**config.mk**
```make
export PLATFORM = sky130hd
export DESIGN_NAME = ctrl_desp_32
export DESIGN_NICKNAME = d
export VERILOG_FILES = /design/src/rtl/ctrl_desp_32.sv
export SDC_FILE = /design/constraint.sdc
export NUM_CORES = 1
export LEC_CHECK = 0
export ABC_AREA = 1
export CAP_MARGIN = 20
export CORE_MARGIN = 2
export CORE_UTILIZATION = 44
export DETAILED_ROUTE_END_ITERATION = 8
export PLACE_DENSITY = 0.8
export SLEW_MARGIN = 15
export SYNTH_ARGS = -nofsm -noshare
export SYNTH_HDL_FRONTEND = slang
export SYNTH_SLANG_ARGS = --single-unit
```
**constraint.sdc**
```tcl
create_clock -name CLK -period 1.5 [get_ports CLK]
set_input_delay 0.3 -clock CLK [delete_from_list [all_inputs] [get_ports CLK]]
set_output_delay 0.3 -clock CLK [all_outputs]
set_load 0.02 [all_outputs]
```
**src/rtl/ctrl_desp_32.sv**
```systemverilog
// Transmit sequencer for a 32-bit universal shift register: load one word, shift it out N times, rebuild it from the serial return.
// Latency: handshake at edge t -> LOAD t..t+1, SHIFT t+1..t+N+1, DONE t+N+1..t+N+2, READY again at t+N+2.
// Backpressure: READY is high only in IDLE; VALID is ignored while a word is in flight.
//
// Ports:
//   CLK, RESET           clock and synchronous active-high reset
//   VALID/READY          word handshake; DATA and DIR_REQ are captured on it
//   FILL                 serial fill bit forwarded to S_IN while shifting
//   SER_IN               serial output of the downstream register
//   ENB/DIR/MODO/D/S_IN  downstream register controls and data
//   BUSY/DONE            in-flight indication and one-cycle completion pulse
//   BIT_CNT/RX_WORD      shifts completed and the word rebuilt from SER_IN
module ctrl_desp_32 #(
  parameter int N  = 32,
  parameter int CW = 6
) (
  input  logic          CLK,
  input  logic          RESET,
  input  logic          VALID,
  input  logic [N-1:0]  DATA,
  input  logic          DIR_REQ,
  input  logic          FILL,
  input  logic          SER_IN,
  output logic          READY,
  output logic          ENB,
  output logic          DIR,
  output logic [1:0]    MODO,
  output logic [N-1:0]  D,
  output logic          S_IN,
  output logic          BUSY,
  output logic          DONE,
  output logic [CW-1:0] BIT_CNT,
  output logic [N-1:0]  RX_WORD
);

  typedef enum logic [1:0] {
    IDLE  = 2'd0,
    LOAD  = 2'd1,
    SHIFT = 2'd2,
    FIN   = 2'd3
  } state_t;

  localparam logic [1:0]    MODE_SHIFT = 2'b00;
  localparam logic [1:0]    MODE_LOAD  = 2'b10;
  localparam logic [CW-1:0] LAST_BIT   = CW'(N - 1);

  state_t        state;
  state_t        state_nxt;
  logic [N-1:0]  hold;
  logic          dir_q;
  logic [CW-1:0] bit_cnt;
  logic [N-1:0]  rx_word;

  // State register plus the datapath registers that move with it.
  always_ff @(posedge CLK) begin
    if (RESET) begin
      state   <= IDLE;
      hold    <= '0;
      dir_q   <= 1'b0;
      bit_cnt <= '0;
      rx_word <= '0;
    end else begin
      state <= state_nxt;
      case (state)
        IDLE: begin
          if (VALID) begin
            hold    <= DATA;
            dir_q   <= DIR_REQ;
            bit_cnt <= '0;
            rx_word <= '0;
          end
        end
        SHIFT: begin
          // Capture order mirrors the shift direction so the word comes back unchanged.
          if (dir_q) begin
            rx_word <= {rx_word[N-2:0], SER_IN};
          end else begin
            rx_word <= {SER_IN, rx_word[N-1:1]};
          end
          bit_cnt <= bit_cnt + CW'(1);
        end
        default: begin
        end
      endcase
    end
  end

  // Next state and decoded outputs; only FILL reaches an output combinationally.
  always_comb begin
    state_nxt = state;
    READY     = 1'b0;
    ENB       = 1'b0;
    MODO      = MODE_SHIFT;
    S_IN      = 1'b0;
    BUSY      = 1'b0;
    DONE      = 1'b0;
    case (state)
      IDLE: begin
        READY = 1'b1;
        if (VALID) begin
          state_nxt = LOAD;
        end
      end
      LOAD: begin
        ENB       = 1'b1;
        MODO      = MODE_LOAD;
        BUSY      = 1'b1;
        state_nxt = SHIFT;
      end
      SHIFT: begin
        ENB  = 1'b1;
        S_IN = FILL;
        BUSY = 1'b1;
        // bit_cnt == N-1 means this edge takes the last sample.
        if (bit_cnt == LAST_BIT) begin
          state_nxt = FIN;
        end
      end
      FIN: begin
        DONE      = 1'b1;
        state_nxt = IDLE;
      end
      default: begin
        state_nxt = IDLE;
      end
    endcase
  end

  assign D       = hold;
  assign DIR     = dir_q;
  assign BIT_CNT = bit_cnt;
  assign RX_WORD = rx_word;

endmodule

```
==> results of run 1 <==
-- synth_stat cells --
| cell type | number | area [sq um] |
|---|---|---|
| inv_1 | 44 | 165.2 |
| a21oi_1 | 36 | 180.2 |
| nor2_2 | 1 | 6.260 |
| clkbuf_1 | 11 | 41.29 |
| nor3_1 | 1 | 5.000 |
| a21oi_2 | 1 | 8.760 |
| nand3_1 | 4 | 20.02 |
| nand4_1 | 1 | 6.260 |
| dfxtp_1 | 73 | 1461 |
| buf_4 | 5 | 37.54 |
| o21ai_0 | 69 | 345.3 |
| nand2_2 | 2 | 12.51 |
| conb_1 | 1 | 3.750 |
| nand2_1 | 112 | 420.4 |
| buf_1 | 1 | 3.750 |
| buf_2 | 11 | 55.05 |
| nor2_1 | 75 | 281.5 |
| ha_1 | 5 | 62.56 |
-- how the worst min path moves through the flow --
| stage | from | endpoint | slack, ps | cells past startpoint |
|---|---|---|---|---|
| after detailed placement | D[15] | D[15] | 470 | 2 |
| after global placement | D[23] | D[23] | 460 | 2 |
| after CTS | D[12] | D[12] | 480 | 2 |
| final | D[15] | D[15] | 480 | 2 |
| after global routing | D[31] | D[31] | 500 | 2 |
| after floorplan | DATA[10] | D[10] | 460 | 2 |
-- final cells by class --
type	instances	area [sq um]
Clock buffer	14	162.7
Clock inverter	2	60.06
Fill cell	579	2122
Inverter	44	170.2
Multi-Input combinational cell	308	1426
Sequential cell	73	1468
Tap cell	96	120.1
Timing Repair Buffer	139	1303
-- power by group --
part / internal [uW] / switching [uW]
Clock: 1030 / 677
Sequential: 2240 / 167
Combinational: 1440 / 1990
Total: 4710 / 2830
-- sequential cells by signal, indices dropped and copies added (netlist names) --
name,count
RX_WORD,32
BIT_CNT,6
D,32
DIR,1
state,2
-- repair_timing --
| item | in CTS | in global routing |
|---|---|---|
| pin swaps | 1 | 2 |
| cloned | 1 | 0 |
| setup buffers | 1 | 1 |
| gates resized for setup | 109 | 16 |
| endpoints found under the setup margin | 110 | 37 |
-- per-stage QoR --
| stage | TNS (ps) | hold slack (ps) | worst slack [ps] | cell area [sq um] |
|---|---|---|---|---|
| CTS | 0 | 483.7 | 5.358 | 4646 |
| global placement | -891.2 | 461.3 | -238.0 | 4457 |
| detailed placement | -1916 | 472.3 | -231.9 | 4457 |
| finish | 0 | 475.5 | 48.00 | 4710 |
| floorplan | 0 | 464.5 | 35.55 | 3117 |
| global route | -19.97 | 502.1 | -12.75 | 4710 |
-- worst max-delay path: stages (launching register included) --
cell and delay, ps:
dfxtp_4 380, inv_4 40, buf_4 130, ha_4 140, buf_6 120
-- metal layers --
layer | track usage | share of wire
met4 | 0.07025 | 0.012
met3 | 0.08954 | 0.099
met5 | 0 | 0
met2 | 0.3301 | 0.47
met1 | 0.2643 | 0.42
-- kinds of logic after synthesis --
logic type / synth area share
buffers and inverters: 0.09715
AOI/OAI and AO/OA: 0.1714
DFF: 0.4689
other: 0.001203
adders and majority gates: 0.02007
and+or+nand+nor: 0.2413
==> metrics, run 1 <==
global route overflow=0; f_max=0.6887 GHz; first-pass GRT wire length=13000 microns; clock period minus worst slack=1452 ps; gpl congestion=0.7937; Die Height=88.17 microns; final core utilization=0.6894; Slew Limit Fails=0; CTS buffer count=9; final std cells w/o fill=around 680; commonest non-fill, non-tap cell in the layout=nand2_1; Ports=116; reg2reg path depth=11; Max IR drop VDD=0.0009348 V; synth unique cells=18; Via Count=approximately 3300; final number of setup-violating endpoints=0; vias per cell=approximately 4.8; placed instance count=657; CTS Hold Buffers Added=0; reg2reg start=state[0]; Startpoint Class=flop; Worst-path clk slew=~70 ps; antenna fix cells=0; area growth from synthesis to layout=51.10%; core area=6832 sq um; Final HPWL DP=between 5000 and 6000 microns; Final Power=7541 uW; Cells after Synth=453; Total GRT Usage=0.2114; crit path max fanout=3; R2R Setup Slk=around 80 ps; Post-Syn Area=3117 sq um; nets@finish=618; H-tree levels=3; Crit Path Class=reg -> out; critical path data required time=1200 ps; initial antenna violation count=0; Pre-Repair DR Iteration Count=4; clk_lat worst skew=approximately 340 ps; synthesized area per cell=between 6 and 7 sq um; Lkg Pwr=0.002061 uW; die area=7773 sq um; Initial Util=0.4562; layout cells sized above 1=0.1052; post-route ant nets=0; RSZ-0062 raised after global routing=true; Seq cells post-synth=73; Layout Skew=5.648 ps; Sink Count=73; WP data arrival=1150 ps; Worst Hold Class=reg -> reg; vias in the first global route=2911; commonest non-fill, non-tap cells in the layout=110 x nand2_1, 74 x nor2_1, 71 x dlygate4sd2_1, 70 x dfxtp_1, 68 x o21ai_0; remaining routing DRC violations=0; power per cell area=1601 nW/um^2; crit path capture=MODO[1]; synth warn=0; CTS Buffer Depth=2; CTS tree=done; Final Hold Viols=0; Root Buffer=clkbuf_8; run status=completed; fin crit share=0.9680; Iteration-0 DRC Markers=140; FF-to-FF End=BIT_CNT[5]; Die Span X=88.17 microns; Post-Route WL=8059 microns; Site Rows=30; CP endpoint kind=primary output; post-synthesis sequential area ratio=0.4689; Setup crit start=state[1]; Synthesized Nets=approximately 500; largest net degree at the start of global routing=38; WL/cell=11.92 microns; Max Cap Viol=0; input/output buffers=roughly 110
Note: power is estimated with default switching activity, not from simulation.
==> run 2, diff against run 1 <==
--- a/config.mk
+++ b/config.mk
@@ -10,7 +10,8 @@
 export CORE_MARGIN = 2
 export CORE_UTILIZATION = 44
 export DETAILED_ROUTE_END_ITERATION = 8
-export PLACE_DENSITY = 0.8
+export PLACE_DENSITY = 0.84
+export REMOVE_ABC_BUFFERS = 1
 export SLEW_MARGIN = 15
 export SYNTH_ARGS = -nofsm -noshare
 export SYNTH_HDL_FRONTEND = slang
==> run 2 against run 1 <==
Die area is the same. Clock power grew 14%. Sequential share of layout area shrank 0.25 points. Design area grew 0.80%. Register-to-register slack is essentially flat. First-iteration DRC count grew 1.4%. Sequential cell count is the same. Critical path type unchanged. Highest routed layer unchanged.
==> metrics, run 2 (synthesized netlist as in run 1, its figures left out) <==
met2 GRT Util=0.3595 (was 0.3301); met1 Use GR=0.2513 (was 0.2643); largest net degree at the start of global routing=66 (was 38); Worst Hold Class=reg -> reg (unchanged); f_max=0.6826 GHz (was 0.6887 GHz); Slew HR=0.6477; RSZ-0062 raised after global routing=true (unchanged); Iteration-0 DRC Markers=142 (was 140); Via Count=3254 (was 3262); Max IR drop VDD=0.0009303 V (was 0.0009348 V); first-pass GRT wire length=13460 microns (was 13000 microns); largest stage delay on the critical path=380 ps (about the same); run status=completed (unchanged); CTS tree=done (unchanged); gpl congestion=0.7866 (was 0.7937); CP Cell Sequence=inv_4, ha_4, buf_6 (was inv_4, buf_4, ha_4, buf_6); Hold EP=D[8] (was D[15]); critical path data required time=1200 ps (about the same); WHS Path Cells=2 (unchanged); slowest stage cell, crit path=dfxtp_4 (unchanged); power per cell area=1647 nW/um^2 (was 1601 nW/um^2); CTS buffer count=9 (unchanged); clock period minus worst slack=1465 ps (was 1452 ps); antenna fix cells=0 (unchanged); Root Buffer=clkbuf_8 (unchanged); fin crit share=0.9767 (was 0.9680); vias per cell=4.828 (was 4.825); Die Height=88.17 microns (unchanged); global routing's busiest layer=met2 (unchanged); layout cells sized above 1=0.1090 (was 0.1052); post-route ant nets=0 (unchanged); remaining routing DRC violations=0 (unchanged); Worst-Margin Slew=528.4 ps; CTS Buffer Depth=2 (unchanged); H-tree levels=3 (unchanged); fillcell total=585 (was 579); Max Cap Viol=0 (unchanged); design area=4747 sq um (was 4710 sq um); FF-to-FF End=BIT_CNT[5] (unchanged); clk_lat worst skew=350 ps (was 340 ps); Crit Path Class=reg -> out (unchanged); Final Hold Viols=0 (unchanged); final core utilization=0.6949 (was 0.6894); CTS Hold Buffers Added=0 (unchanged); global route overflow=0 (unchanged); Startpoint Class=flop (unchanged); crit path max fanout=3 (unchanged); input/output buffers=114 (unchanged); Sink Count=73 (unchanged); vias in the first global route=3020 (was 2911); Die Span X=88.17 microns (unchanged); core area=6832 sq um (unchanged); Lkg Pwr=0.002066 uW (was 0.002061 uW); die area=7773 sq um (unchanged); commonest non-fill, non-tap cell in the layout=nand2_1 (unchanged); Initial Util=0.4562 (unchanged); Worst-path clk slew=70 ps (about the same); Pre-Repair DR Iteration Count=4 (unchanged); commonest non-fill, non-tap cells in the layout=110 x nand2_1, 74 x nor2_1, 71 x dlygate4sd2_1, 70 x dfxtp_1, 68 x o21ai_0 (unchanged); Layout Skew=9.625 ps (was 5.648 ps); area post-placement=4434 sq um (was 4457 sq um); Total GRT Usage=0.2214 (was 0.2114); reg2reg path depth=11 (unchanged); Ports=116 (unchanged); CP endpoint kind=primary output (unchanged); final number of setup-violating endpoints=0 (unchanged); global-route track usage on met3=0.09708 (was 0.08954); area growth from synthesis to layout=52.31% (was 51.10%); WL/cell=12.53 microns (was 11.92 microns); Post-Route WL=8445 microns (was 8059 microns); worst hold margin=475.1 ps (was 475.5 ps); WP data arrival=1170 ps (was 1150 ps); nets@finish=616 (was 618); final std cells w/o fill=674 (was 676); Final HPWL DP=5719 microns (was 5453 microns); R2R Setup Slk=70 ps (was 80 ps); placed instance count=654 (was 657); min-delay src=D[8] (was D[15]); Slew Limit Fails=0 (unchanged); initial antenna violation count=0 (unchanged); Site Rows=30 (unchanged); reg2reg start=state[0] (unchanged)
## run 2: layer usage
metal / wire length (microns) / vias to the layer above
met5: 0 / -
met4: 184 / 0
met3: 951 / 15
met2: 3967 / 135
met1: 3342 / 1452
li1: - / 1652
## run 2: repair_timing
action                     in CTS  in global routing
setup endpoints to repair     110                 39
pin swaps                       1                  2
resized for setup             112                 18
cloned                          1                  0
buffers inserted                1                  2
## run 2: layout make-up
cell class	instances	area, sq um	area share
sequential	73	1468	0.3092
clock buffer	12	165.2	0.03479
inverter	44	170.2	0.03585
multi-input combinational	308	1423	0.2997
timing repair buffer	137	1304	0.2746
clock inverter	4	97.59	0.02056
tap	96	120.1	0.02530
## run 2: worst max-delay path by stage
| stage | start | endpoint | slack [ps] | depth (start not counted) |
|---|---|---|---|---|
| global route | state[0] | BIT_CNT[5] | -40 | 11 |
| CTS | state[1] | BUSY | -2 | 3 |
| floorplan | state[0] | DIR | -410 | 6 |
| finish | state[1] | BUSY | 30 | 3 |
| global placement | FILL | S_IN | -230 | 4 |
| detailed placement | FILL | S_IN | -240 | 4 |
## run 2: metrics by stage
| stage | setup TNS [ps] | total power, uW | setup slack, ps |
|---|---|---|---|
| 2_1_floorplan | -23320 | 3966 | -405.6 |
| 6_report | 0 | 7820 | 34.91 |
| 5_1_grt | -82.43 | 8256 | -41.81 |
| 3_3_place_gp | -510.3 | 5471 | -234.1 |
| 4_1_cts | -1.799 | 7609 | -1.799 |
| 3_5_place_dp | -2336 | 5550 | -239.9 |
## run 2: worst max-delay path, delay by kind of cell, from the launching register on
family / cells / cell delay, ps
buffers and inverters: 2 / 160
adders and majority gates: 1 / 280
DFF: 1 / 380
## run 2: report_power, final
part	internal [uW]	switching [uW]
logic	1470	1990
registers	2240	168
clock network	1240	713
total	4950	2870
